**config.mk**
```make
export PLATFORM = sky130hd
export DESIGN_NAME = glb_cfg_chain_master
export DESIGN_NICKNAME = d
export VERILOG_FILES = /design/src/rtl/global_buffer_pkg.sv /design/src/rtl/glb_cfg_rr_arbiter.sv /design/src/rtl/glb_cfg_chain_master.sv
export SDC_FILE = /design/constraint.sdc
export NUM_CORES = 1
export LEC_CHECK = 0
export BUFFER_PORTS_ARGS = -buffer_cell sky130_fd_sc_hd__buf_2
export CAP_MARGIN = 0
export CORE_MARGIN = 2
export CORE_UTILIZATION = 43
export CTS_CLUSTER_SIZE = 16
export DETAILED_ROUTE_END_ITERATION = 8
export PLACE_DENSITY = 0.74
export SLEW_MARGIN = 20
export SYNTH_ARGS = -nofsm -noshare
export SYNTH_HDL_FRONTEND = slang
export SYNTH_SLANG_ARGS = --single-unit
export TNS_END_PERCENT = 5
```
**constraint.sdc**
```tcl
create_clock -name clk -period 2.39 [get_ports clk]
set_clock_uncertainty 0.1 [all_clocks]
set_input_delay 0.1195 -clock clk [delete_from_list [all_inputs] [get_ports clk]]
set_output_delay 0.1195 -clock clk [all_outputs]
set_load 0.1 [all_outputs]
```
**src/rtl/global_buffer_pkg.sv**
```systemverilog
// Shared types and constants for the GLB config-chain master.
package global_buffer_pkg;

    localparam int unsigned GLB_CFG_NUM_REQ    = 2;
    localparam int unsigned GLB_CFG_ADDR_WIDTH = 12;
    localparam int unsigned GLB_CFG_DATA_WIDTH = 32;
    localparam int unsigned GLB_CFG_RD_TIMEOUT = 255;

    // One requester's command as seen by the chain master
    typedef struct packed {
        logic                          write;
        logic [GLB_CFG_ADDR_WIDTH-1:0] addr;
        logic [GLB_CFG_DATA_WIDTH-1:0] wdata;
    } glb_cfg_req_t;

    typedef enum logic [1:0] {
        IDLE    = 2'd0,
        WR_DONE = 2'd1,
        RD_WAIT = 2'd2
    } glb_cfg_mst_state_e;

    // Requester index to one-hot requester vector
    function automatic logic [GLB_CFG_NUM_REQ-1:0] glb_cfg_onehot(input logic idx);
        return GLB_CFG_NUM_REQ'(1) << idx;
    endfunction

endpackage

```
**src/rtl/glb_cfg_rr_arbiter.sv**
```systemverilog
// Two-way round-robin arbiter: holds the priority pointer, picks the grant
// and produces the one-hot ready for the accepted requester.
module glb_cfg_rr_arbiter
    import global_buffer_pkg::*;
(
    input  logic                       clk,
    input  logic                       reset,
    input  logic                       enable,
    input  logic [GLB_CFG_NUM_REQ-1:0] req_valid,
    output logic [GLB_CFG_NUM_REQ-1:0] req_ready_c,
    output logic                       grant_c,
    output logic                       accept_c
);

    logic rr_ptr;
    logic grant_valid;

    // Pointer requester first, otherwise the other one
    always_comb begin
        grant_c     = rr_ptr;
        grant_valid = 1'b0;
        if (req_valid[rr_ptr]) begin
            grant_c     = rr_ptr;
            grant_valid = 1'b1;
        end else if (req_valid[~rr_ptr]) begin
            grant_c     = ~rr_ptr;
            grant_valid = 1'b1;
        end
    end

    assign accept_c    = enable & grant_valid;
    assign req_ready_c = accept_c ? glb_cfg_onehot(grant_c) : '0;

    // Hand priority to the other requester after every accept
    always_ff @(posedge clk) begin
        if (reset) begin
            rr_ptr <= 1'b0;
        end else if (accept_c) begin
            rr_ptr <= ~grant_c;
        end
    end

endmodule

```
**src/rtl/glb_cfg_chain_master.sv**
```systemverilog
// Drives the west end of the GLB tile config chain on behalf of two
// requesters; one transaction in flight, read timeout, one-cycle responses.
module glb_cfg_chain_master
    import global_buffer_pkg::*;
#(
    parameter int unsigned NUM_REQ    = GLB_CFG_NUM_REQ,
    parameter int unsigned ADDR_WIDTH = GLB_CFG_ADDR_WIDTH,
    parameter int unsigned DATA_WIDTH = GLB_CFG_DATA_WIDTH,
    parameter int unsigned RD_TIMEOUT = GLB_CFG_RD_TIMEOUT
) (
    input  logic                         clk,
    input  logic                         reset,
    input  logic [NUM_REQ-1:0]           req_valid,
    input  logic [NUM_REQ-1:0]           req_write,
    input  logic [NUM_REQ*ADDR_WIDTH-1:0] req_addr,
    input  logic [NUM_REQ*DATA_WIDTH-1:0] req_wdata,
    output logic [NUM_REQ-1:0]           req_ready,
    output logic [NUM_REQ-1:0]           resp_valid,
    output logic [DATA_WIDTH-1:0]        resp_rdata,
    output logic                         resp_err,
    output logic                         cfg_wr_en,
    output logic [ADDR_WIDTH-1:0]        cfg_wr_addr,
    output logic [DATA_WIDTH-1:0]        cfg_wr_data,
    output logic                         cfg_rd_en,
    output logic [ADDR_WIDTH-1:0]        cfg_rd_addr,
    output logic                         cfg_wr_clk_en,
    output logic                         cfg_rd_clk_en,
    input  logic [DATA_WIDTH-1:0]        cfg_rd_data,
    input  logic                         cfg_rd_data_valid
);

    localparam int unsigned TMO_W = $clog2(RD_TIMEOUT + 1);

    glb_cfg_mst_state_e state;
    logic               gnt_q;
    logic [TMO_W-1:0]   tmo_cnt;
    logic               grant_c;
    logic               accept_c;
    glb_cfg_req_t       sel_req_c;

    assign cfg_wr_clk_en = 1'b1;
    assign cfg_rd_clk_en = 1'b1;

    // Requests are only taken in IDLE and never while reset is applied
    glb_cfg_rr_arbiter u_arb (
        .clk         (clk),
        .reset       (reset),
        .enable      ((state == IDLE) && !reset),
        .req_valid   (req_valid),
        .req_ready_c (req_ready),
        .grant_c     (grant_c),
        .accept_c    (accept_c)
    );

    // Select the granted requester's command
    always_comb begin
        sel_req_c = '0;
        if (grant_c) begin
            sel_req_c.write = req_write[1];
            sel_req_c.addr  = GLB_CFG_ADDR_WIDTH'(req_addr[2*ADDR_WIDTH-1:ADDR_WIDTH]);
            sel_req_c.wdata = GLB_CFG_DATA_WIDTH'(req_wdata[2*DATA_WIDTH-1:DATA_WIDTH]);
        end else begin
            sel_req_c.write = req_write[0];
            sel_req_c.addr  = GLB_CFG_ADDR_WIDTH'(req_addr[ADDR_WIDTH-1:0]);
            sel_req_c.wdata = GLB_CFG_DATA_WIDTH'(req_wdata[DATA_WIDTH-1:0]);
        end
    end

    // Transaction FSM with registered chain and response outputs
    always_ff @(posedge clk) begin
        if (reset) begin
            state       <= IDLE;
            gnt_q       <= 1'b0;
            tmo_cnt     <= '0;
            cfg_wr_en   <= 1'b0;
            cfg_wr_addr <= '0;
            cfg_wr_data <= '0;
            cfg_rd_en   <= 1'b0;
            cfg_rd_addr <= '0;
            resp_valid  <= '0;
            resp_rdata  <= '0;
            resp_err    <= 1'b0;
        end else begin
            cfg_wr_en  <= 1'b0;
            cfg_rd_en  <= 1'b0;
            resp_valid <= '0;
            case (state)
                IDLE: begin
                    if (accept_c) begin
                        gnt_q   <= grant_c;
                        tmo_cnt <= '0;
                        if (sel_req_c.write) begin
                            cfg_wr_en   <= 1'b1;
                            cfg_wr_addr <= ADDR_WIDTH'(sel_req_c.addr);
                            cfg_wr_data <= DATA_WIDTH'(sel_req_c.wdata);
                            state       <= WR_DONE;
                        end else begin
                            cfg_rd_en   <= 1'b1;
                            cfg_rd_addr <= ADDR_WIDTH'(sel_req_c.addr);
                            state       <= RD_WAIT;
                        end
                    end
                end
                WR_DONE: begin
                    // Posted write: acknowledge as soon as it has left
                    resp_valid <= NUM_REQ'(glb_cfg_onehot(gnt_q));
                    resp_rdata <= '0;
                    resp_err   <= 1'b0;
                    state      <= IDLE;
                end
                RD_WAIT: begin
                    // Returning data beats the timeout in the same cycle
                    if (cfg_rd_data_valid) begin
                        resp_valid <= NUM_REQ'(glb_cfg_onehot(gnt_q));
                        resp_rdata <= cfg_rd_data;
                        resp_err   <= 1'b0;
                        tmo_cnt    <= '0;
                        state      <= IDLE;
                    end else if (tmo_cnt == TMO_W'(RD_TIMEOUT)) begin
                        resp_valid <= NUM_REQ'(glb_cfg_onehot(gnt_q));
                        resp_rdata <= '0;
                        resp_err   <= 1'b1;
                        tmo_cnt    <= '0;
                        state      <= IDLE;
                    end else begin
                        tmo_cnt <= tmo_cnt + TMO_W'(1);
                    end
                end
                default: begin
                    state <= IDLE;
                end
            endcase
        end
    end

endmodule

```
* After elaboration in Yosys (flattened, before gate mapping)
Cells that the tools add are included.
** Word-level totals
- Output and inout port bits :: 97
- Flip-flop bits (word level) :: 105
- Input port bits :: 127
** Operators by class
- Reduce and logical (&&, ||, !) cells :: 12
- Multiplexer cells :: 30
- Bitwise logic cells :: 6
- $add $sub $neg :: 1
- Shift operators :: 2
- Equality and inequality tests :: 5
- Order comparisons :: 2
** Operator list (count)
- $mux W32 :: 2
- $pmux W32 S2 :: 1
- $mux W45 :: 1
- $mux W8 :: 3
- $pmux W8 S2 :: 1
- $mux W2 :: 7
- $mux W1 :: 12
- $add A8 B1 Y8 const B :: 1
- $eq A8 B8 Y1 const B :: 1
- $pmux W2 S2 :: 2
- $reduce_and A2 Y1 :: 4
- $reduce_and A3 Y1 :: 2
- $not A1 Y1 :: 5
- $lt A1 B2 Y1 const B :: 2
- $reduce_bool A2 Y1 :: 2
- $shl A1 B1 Y2 const A :: 2
- $ne A3 B3 Y1 const B :: 1
- $reduce_or A3 Y1 :: 1
- $eq A2 B1 Y1 const B :: 1
- $eq A2 B2 Y1 const B :: 1
- $logic_not A2 Y1 :: 1
- $ne A2 B1 Y1 const B :: 1
- $pmux W1 S2 :: 1
- $and A1 B1 Y1 :: 1
- 2 further kinds :: 2

* Logic depth before layout (Yosys ltp)
Gate-level depths: netlist of run 1.
- Depth in word-level cells :: 9
- Mapped depth :: 10
- Gate-level depth less buffers :: 7

* Modules after synthesis
Synthesis of run 1 repeated with hierarchy kept, for this count alone.
** Unflattened totals
- Cells, all modules :: 475
- Area total of the unflattened synthesis :: 4481.8 um^2
** By module, submodules not included
- glb_cfg_chain_master :: times used 1, cells each 463, seq. area each 2082.0 um^2, area each 4396.7 um^2
- glb_cfg_rr_arbiter :: times used 1, cells each 12, seq. area each 20.0 um^2, area each 85.1 um^2

* Least setup slack after synthesis of run 1
OpenSTA, ideal clock, no wires.
- Kind :: flip-flop to output port
- From :: register state[0]
- To :: output req_ready[0]
- Required time :: 2.171 ns
- Path buffers :: 2
- Cell stages (with the launch flop) :: 8
- Data arrival time :: 2.340 ns
- Path slack :: -0.169 ns
- Cells stage by stage :: dfxtp_1 inv_1 ha_1 buf_2 nor2b_1 buf_4 nand2_1 nor2_1
** On the way
- Longest elaborated chain between the ends :: 4
** Ends and longest elaborated chain
- start: declaration :: RTL line glb_cfg_chain_master.sv:34 : glb_cfg_mst_state_e state;
- start signal: assignment :: RTL line glb_cfg_chain_master.sv:72 : state <= IDLE;
- start signal: assignment :: RTL line glb_cfg_chain_master.sv:96 : state <= WR_DONE;
- start signal: assignment :: RTL line glb_cfg_chain_master.sv:100 : state <= RD_WAIT;
- $logic_not A2 Y1 :: RTL line glb_cfg_chain_master.sv:48 : .enable ((state == IDLE) && !reset),
- $logic_and A1 B1 Y1 :: RTL line glb_cfg_chain_master.sv:48
- $and A1 B1 Y1 :: RTL line glb_cfg_rr_arbiter.sv:31 : assign accept_c = enable & grant_valid;
- $mux W2 :: RTL line glb_cfg_rr_arbiter.sv:32 : assign req_ready_c = accept_c ? glb_cfg_onehot(grant_c) : '0;
- end: declaration :: RTL line glb_cfg_chain_master.sv:17 : output logic [NUM_REQ-1:0] req_ready,
No other way between the ends.

* Worst setup path after layout of run 1
- From :: register state[1]
- To :: output req_ready[0]
Same word-level chain as after synthesis.

==> flow_results.org, run 1 <==
** Run status
- The flow ran to the end, but the final reports show violations.
- The final reports fail on negative hold slack.

** Global routing
- Entering global routing, the biggest net connects 36 pins.
- First-pass GRT wire length :: 24300 microns
- For this run, the total global-route usage over all layers was measured as 23.7%.
- Number of global-route vias before repair :: 5110
- Initial antenna violation count :: 0
- Remaining global-route overflow :: 0

** Synth
- Mapped Area :: 0.00502 sq mm
- EDFF count, synth :: 0
- Mean cell area of the mapped netlist :: 9.23 sq um
- After synthesis, the share of flip-flops with an asynchronous set or reset is 0%.
- Number of synthesized register bits :: 105
- Warnings, synthesis :: 0
- Main flop type after synthesis :: dfxtp_1
- Number of unique standard cell types used by synthesis :: 46
- Synthesized instance count :: 544
- Sequential area share after synthesis :: 41.9%

** Route
- Post-DRT Antenna Nets :: 0
- The final layout contains routed wiring with a total length of 15000 microns.
- Using the TritonRoute via totals, the vias-per-cell ratio works out to 5.52.
- The first routing iteration left 331 violations.
- First-pass DRT Iterations :: 4
- Via count :: 5121
- DR DRC count :: 0
- In the final routed layout, each cell accounts on average for 16.2 microns.

** Cells and area
- Non-filler instance count after layout :: 928
- Core Util, Final :: 61.0%
- The number of antenna diodes in the final layout is 0.
- Final-stage net count :: 913
- The area growth from synthesis to layout is 38.8%.
- Post-layout instance area :: 0.00697 sq mm
- Of the cells placed in the final design, the portion with a size suffix greater than 1 is 33.2%.

** Placed design
- Placed instance area :: 0.00620 sq mm
- Routability-driven placement finished with a final weighted congestion of 0.819.
- Number of buffer cells added on primary ports :: 221
- Half-perimeter wire length of the detailed placement result :: 10300 microns
- Number of instances in the placed design :: 867

** Clock tree
- TritonCTS built the clock tree.
- Post_cts resized :: 0
- CTS Sinks :: 105
- The clock tree synthesis step divided the H-tree into 3 levels.
- TritonCTS created 9 clock buffers.
- Clock-pin slew was measured on the worst setup and hold paths at 60 ps.
- Counting along the longest clock path gives a buffer depth of 2.
- Post-CTS timing repair inserted 0 buffers for setup.
- For the worst-skew pair, the clock arrives at the later sink with an insertion delay of 340 ps.
- Number of hold buffers added after CTS :: 47
- CTS placed an instance of clkbuf_16 at the clock tree root.

** Setup path
- The startpoint identified for the worst register-to-register timing path is state[1]$_SDFFE_PP0P_.
- Data on the critical path arrives at its endpoint at 1940 ps.
- Required time of the critical path :: 2170 ps
- The worst setup path is launched from a flip-flop.
- For flop-to-flop paths, the worst setup slack is 250 ps.
- Critical path fanouts, max :: 6
- End of the worst register-to-register path :: state[0]$_SDFFE_PP0P_
- The setup path with the least slack is of type flip-flop to output pin.
- The worst register-to-register path has a depth of 7.
- STA classifies the critical path endpoint as an output pin.

** Floorplanning
- Die Span X :: 112 microns
- Standard-cell rows :: 39
- The die is 112 microns tall.
- The initial utilization of the core area, before any placement, comes to 44.0%.
- 224 I/O pins were placed.
- The total area inside the core boundary comes to 0.0114 sq mm.
- Full die area :: 0.0126 sq mm

** STA
- The routed design could run at a clock period as short as 2160 ps.
- For this run, the top clock speed supported by timing is 462 MHz.
- Headroom to the max-slew limit came out at 44.7%.
- The worst path uses 90.5% of the clock period.
- Hold slack :: -6.54 ps
- Setup Viol. Count Final :: 0
- Setup repair after global routing left no endpoint under its margin.
- Number of pins exceeding their max-slew limit in the final report :: 0
- Number of hold violations in the final report :: 1
- Summed over all failing endpoints, the final setup total negative slack is 0 ps.
- Worst-Margin Slew :: 826 ps

** Power and ir drop
- For this design the ratio of total power to cell area is 899 mW/mm^2.
- IR analysis of the VDD net gives a maximum drop of 0.477 mV.
- Summing internal, switching and leakage power gives 0.00627 W.
- Static power due to leakage :: 3.09 nW

** Min path
- Hold WC Path Type :: input pin to flip-flop
- Capture endpoint of the worst hold path :: cfg_wr_addr[7]$_SDFFE_PP0P_
- Worst hold path stage count :: 3
- The worst hold path begins at req_addr[7].

** Job
- Max-cap viol count :: 0
-- layout make-up --
class	count	area (sq um)
well taps	143	179
clock buffers	10	229
repair buffers	286	1730
clock inverters	4	70.1
inverters	20	75.1
multi-input cells	360	2590
flip-flops and latches	105	2100
fillers	982	4450
-- worst max-delay path by stage --
stage	startpoint	end	slack, ps	cells after the start
2_1_floorplan	state[0]$_SDFFE_PP0P_	req_ready[0]	-170	7
3_3_place_gp	state[0]$_SDFFE_PP0P_	state[0]$_SDFFE_PP0P_	360	7
3_5_place_dp	state[1]$_SDFFE_PP0P_	state[0]$_SDFFE_PP0P_	260	7
4_1_cts	state[1]$_SDFFE_PP0P_	req_ready[0]	210	6
5_1_grt	state[1]$_SDFFE_PP0P_	state[0]$_SDFFE_PP0P_	40	7
6_report	state[1]$_SDFFE_PP0P_	req_ready[0]	230	6
-- report_power, final --
group	internal, W	leakage, nW	switching, W	total, W
Sequential	0.00195	0.856	0.000108	0.00206
Clock	0.000903	0.148	0.000616	0.00152
Combinational	0.000606	2.08	0.00209	0.00269
Total	0.00346	3.09	0.00281	0.00627
-- cell usage after synthesis (2+ instances only) --
| library cell | instances | share of area [%] |
|---|---|---|
| nand4_1 | 34 | 4.2 |
| o21ai_0 | 37 | 3.7 |
| buf_4 | 4 | 0.60 |
| o21bai_1 | 2 | 0.30 |
| and3_1 | 2 | 0.25 |
| a21oi_1 | 10 | 1.0 |
| nor2_1 | 5 | 0.37 |
| mux2i_1 | 37 | 7.4 |
| nand3_1 | 5 | 0.50 |
| o31ai_1 | 14 | 2.1 |
| ha_1 | 4 | 1.0 |
| a211oi_1 | 14 | 2.1 |
| nand2b_1 | 46 | 5.7 |
| dfxtp_1 | 105 | 42 |
| buf_2 | 5 | 0.50 |
| or3_1 | 3 | 0.37 |
| a21o_1 | 2 | 0.30 |
| o311a_1 | 20 | 4.0 |
| nor2b_1 | 33 | 4.1 |
| buf_6 | 3 | 0.67 |
| clkbuf_1 | 48 | 3.6 |
| o2111ai_1 | 32 | 5.6 |
| o21a_1 | 21 | 3.1 |
| inv_1 | 18 | 1.3 |
| nand2_1 | 17 | 1.3 |
| or4_1 | 3 | 0.45 |
-- metal layers --
layer	global-route usage [%]	up-vias	wire length [microns]
met5	0	-	0
met4	11.1	0	471
met3	5.56	41	1020
met2	41.8	214	7440
met1	27.3	2383	6100
li1	-	2483	-
-- stage by stage --
step / setup WS, ps / hold slack (ps)
3_3_place_gp: 359 / 258
6_report: 226 / -6.54
3_5_place_dp: 258 / 273
2_1_floorplan: -169 / 174
4_1_cts: 214 / 2.20
5_1_grt: 42.6 / 9.74
-- cell families after synthesis --
family	after synthesis	synth area share, %
AO/OA/AOI/OAI	161	24.1
AND/OR/NAND/NOR	154	18.3
flip-flops	105	41.9
buffers and inverters	80	6.85
multiplexers	38	7.67
adder cells (fa/ha/maj)	4	0.997
other	1	0.0747
XOR/XNOR	1	0.174
-- cells in the final DEF (no fill, tap or decap), types with 2 or more instances in the layout --
master / count
o311a_1: 20
clkinv_2: 2
a211oi_1: 14
o21ai_0: 37
bufinv_16: 2
conb_1: 2
nor2_1: 5
o2111ai_1: 32
inv_1: 18
or3_1: 3
nand2_1: 17
o21a_1: 21
or4_1: 3
dfxtp_1: 105
nor2b_1: 32
nand3_1: 5
mux2i_1: 37
a21o_1: 2
o31ai_1: 14
dlygate4sd3_1: 47
nand4_1: 34
ha_1: 4
buf_2: 220
clkbuf_16: 9
a21oi_1: 10
nand2b_1: 46
buf_4: 18
-- flip-flops by register name, summed over array words and instances, names as in the netlist --
register      cells
cfg_rd_en         1
resp_valid        2
state             2
cfg_wr_en         1
tmo_cnt           8
u_arb.rr_ptr      1
cfg_wr_data      32
gnt_q             1
cfg_wr_addr      12
resp_rdata       32
cfg_rd_addr      12
resp_err          1
-- worst max-delay path: stages (launching register included) --
cell,delay (ps)
dfxtp_1,310
inv_1,90
ha_1,170
nor2b_2,270
nand2_1,180
nor2_1,120
buf_2,440
No activity file was read; power rests on OpenSTA's default activity.
==> run 2, diff against run 1 <==
CORE_ASPECT_RATIO = 1.75   (was unset)
GPL_TIMING_DRIVEN = 0   (was unset)
clock period = 2.2 ns   (was 2.39 ns; I/O delays follow)
==> flow_results.org, run 2 (synthesized netlist as in run 1, its figures left out) <==
** Clock tree
- The number of buffers between clock root and the deepest sink came to 2 (unchanged).
- The H-tree level count came to 3 (unchanged).
- TritonCTS built the clock tree.
- The clock-pin transition on the worst setup and hold timing paths came to 70 ps (about the same).
- The cell sitting at the root of the clock tree is a clkbuf_16.
- The number of buffers created by CTS came to 9 (unchanged).
- Insertion delay to the later sink of the worst-skew pair :: 340 ps (about the same)
- CTS Sinks :: 105 (unchanged)

** Placed design
- Number of buffer cells added on primary ports :: 221 (unchanged)
- Number of instances in the placed design :: 901 (+3.9%)
- Half-perimeter wire length of the detailed placement result :: 12300 microns (+19%)
- The weighted congestion at the end of routability-driven global placement came to 0.892 (+8.9%).

** STA
- The final critical path takes up 96.8% of the cycle.
- Number of pins exceeding their max-slew limit in the final report :: 0 (unchanged)
- Setup repair after global routing could not meet its margin everywhere.
- Worst-Margin Slew :: 653 ps (-173 ps)
- Subtracting the final worst setup slack from the clock period gives 2130 ps.
- Max-slew headroom :: 56.5% (+12 points)
- Setup Viol. Count Final :: 0 (unchanged)
- The final-report hold violation count was 0 (-1).
- For this run, the top clock speed supported by timing is 470 MHz.

** Setup path
- Biggest cell delay along the critical path :: 330 ps (-110 ps)
- Crit path kind :: flip-flop to output pin
- The signal arrival time at the worst endpoint is 1920 ps (-20 ps).
- On the critical path the largest part of the delay comes from buffers and inverters.
- The highest fanout seen on the critical path was 9 (+3).
- STA classifies the critical path endpoint as an output pin.
- Slowest cell on the critical path :: dfxtp_1
- The combined buffer and inverter count along the critical path was 4 (+2).
- The worst path required time is 1990 ps (-180 ps).
- Traced cell by cell, the critical path runs through inv_1 -> ha_1 -> clkbuf_4 -> nor2b_4 -> buf_4 -> nand2_2 -> nor2_1 -> buf_6.
- Launching element type of the critical path :: flip-flop

** Min path
- The worst hold path belongs to the class input pin to flip-flop.

** Cells and area
- The non-filler instance count after layout was 972 (+4.7%).
- The net count of the finished layout came to 962 (+5.4%).
- The largest registers in the layout are cfg_wr_data (32), resp_rdata (32).
- The sequential cell area came to 0.00210 sq mm (unchanged).
- Fraction of layout instances using a drive strength above 1 :: 33.4% (+0.12 points)
- Most used cells in the layout excluding fill and tap cells :: buf_2 (223), dfxtp_1 (105), dlygate4sd3_1 (51)
- Most common library cell in the layout ignoring fill and taps :: buf_2
- Core Util, Final :: 63.1% (+2.1 points)
- Area used by multi-input combinational logic :: 0.00263 sq mm (+1.6%)
- Number of fill cells :: 986 (+0.41%)
- Layout overhead on the synthesized area :: 43.9%

** Floorplanning
- The die span in x is 85.7 microns (-24%).
- The overall die height was 147 microns (+31%).
- The total die area was 0.0126 sq mm (+0.27%).
- Starting density of the core :: 43.9% (-0.12 points)
- The total number of placement rows was 52 (+33%).
- Floorplan core area :: 0.0115 sq mm (+0.28%)
- Number of top-level pins :: 224 (unchanged)

** Route
- Via count :: 5504 (+7.5%)
- The DRC violation count after routing was 0 (unchanged).
- Vias/cell :: 5.66 (+2.6%)
- Post-DRT Antenna Nets :: 0 (unchanged)
- First-pass DRT Iterations :: 7 (+3)
- Drt first-iter violations :: 297 (-10%)
- WL final :: 17000 microns (+13%)
- Routed len/inst :: 17.5 microns (+7.8%)

** Global routing
- The pin count of the biggest net entering global routing came to 20 (-44%).
- The global-route wire length before repair came to 27000 microns (+11%).
- Number of global-route vias before repair :: 5593 (+9.5%)
- The global-route congestion overflow total is 0 (unchanged).
- The global routing usage summed across all routing layers was 26.7% (+3.0 points).
- Initial antenna violation count :: 1 (+1)

** Run status
- Status :: finished clean

** Power and ir drop
- The total power per unit cell area came to 953 mW/mm^2 (+5.9%).
- The static leakage power is 3.19 nW (+3.4%).
- The maximum VDD drop came to 0.729 mV (+53%).

** Job
- The max capacitance violation total was 0 (unchanged).
run 2: cell count changes in the layout (fill, tap and decap cells not counted), sizes merged:
cell         previous run  this run
bufinv                  2         0
dlygate4sd3            47        51
buf                   239       236
clkinvlp                0         1
inv                    19        22
diode                   0         1
clkbuf                 10        58
run 2: path summary, 6_finish.rpt:
path | endpoint | start | slack (ps) | cells after the start
worst max-delay path | req_ready[1] | state[0]$_SDFFE_PP0P_ | 70 | 8
worst min-delay path | cfg_wr_addr[11]$_SDFFE_PP0P_ | req_addr[11] | 9 | 3
worst max register to register | cfg_wr_data[11]$_SDFFE_PP0P_ | state[0]$_SDFFE_PP0P_ | 110 | 9
worst min register to register | cfg_rd_addr[3]$_SDFFE_PP0P_ | cfg_rd_addr[3]$_SDFFE_PP0P_ | 360 | 2
run 2: layout make-up:
| type | count | area share (%) |
|---|---|---|
| clock buffer | 10 | 3.31 |
| clock inverter | 6 | 0.814 |
| timing repair buffer | 275 | 22.9 |
| buffer | 60 | 4.14 |
| sequential | 105 | 29.1 |
| tap | 135 | 2.34 |
| multi-input combinational | 360 | 36.4 |
| inverter | 20 | 1.04 |
| antenna | 1 | 0.0346 |
run 2: tightest hold or removal path, stage by stage:
cell	delay [ps]
buf_2	80
mux2i_1	90
mux2i_1	130
run 2: per-stage QoR:
stage	power (W)	hold slack [ps]	setup TNS [ps]	area, sq um	setup WS, ps
floorplan	0.00456	164	-700	5030	-350
CTS	0.00685	5.11	-50.1	7140	-29.9
global placement	0.00511	253	0	6300	8.14
finish	0.00689	8.51	0	7230	70.3
detailed placement	0.00516	262	-712	6300	-64.1
global route	0.00715	27.0	-122	7230	-21.1
run 2: power by group:
| part | leakage, nW | switching, W | internal (W) | total [W] |
|---|---|---|---|---|
| logic | 2.19 | 0.00234 | 0.000715 | 0.00306 |
| registers | 0.856 | 0.000117 | 0.00212 | 0.00223 |
| clock network | 0.145 | 0.000770 | 0.000828 | 0.00160 |
| total | 3.19 | 0.00323 | 0.00366 | 0.00689 |
run 2: routing by layer:
layer / vias up / GRT usage (%) / part of all wire, %
li1: 2580 / - / -
met4: 0 / 16.4 / 6.1
met2: 250 / 48.9 / 54
met5: - / 0 / 0
met3: 83 / 5.51 / 5.2
met1: 2591 / 26.7 / 35
run 2: repair_timing:
item / 4_1_cts / 5_1_grt
hold endpoints to repair: 48 / 0
setup endpoints to repair: 42 / 77
setup buffers: 1 / 1
hold buffers: 51 / 0
cloned: 0 / 1
gates resized for setup: 11 / 32
pin swaps: 1 / 1
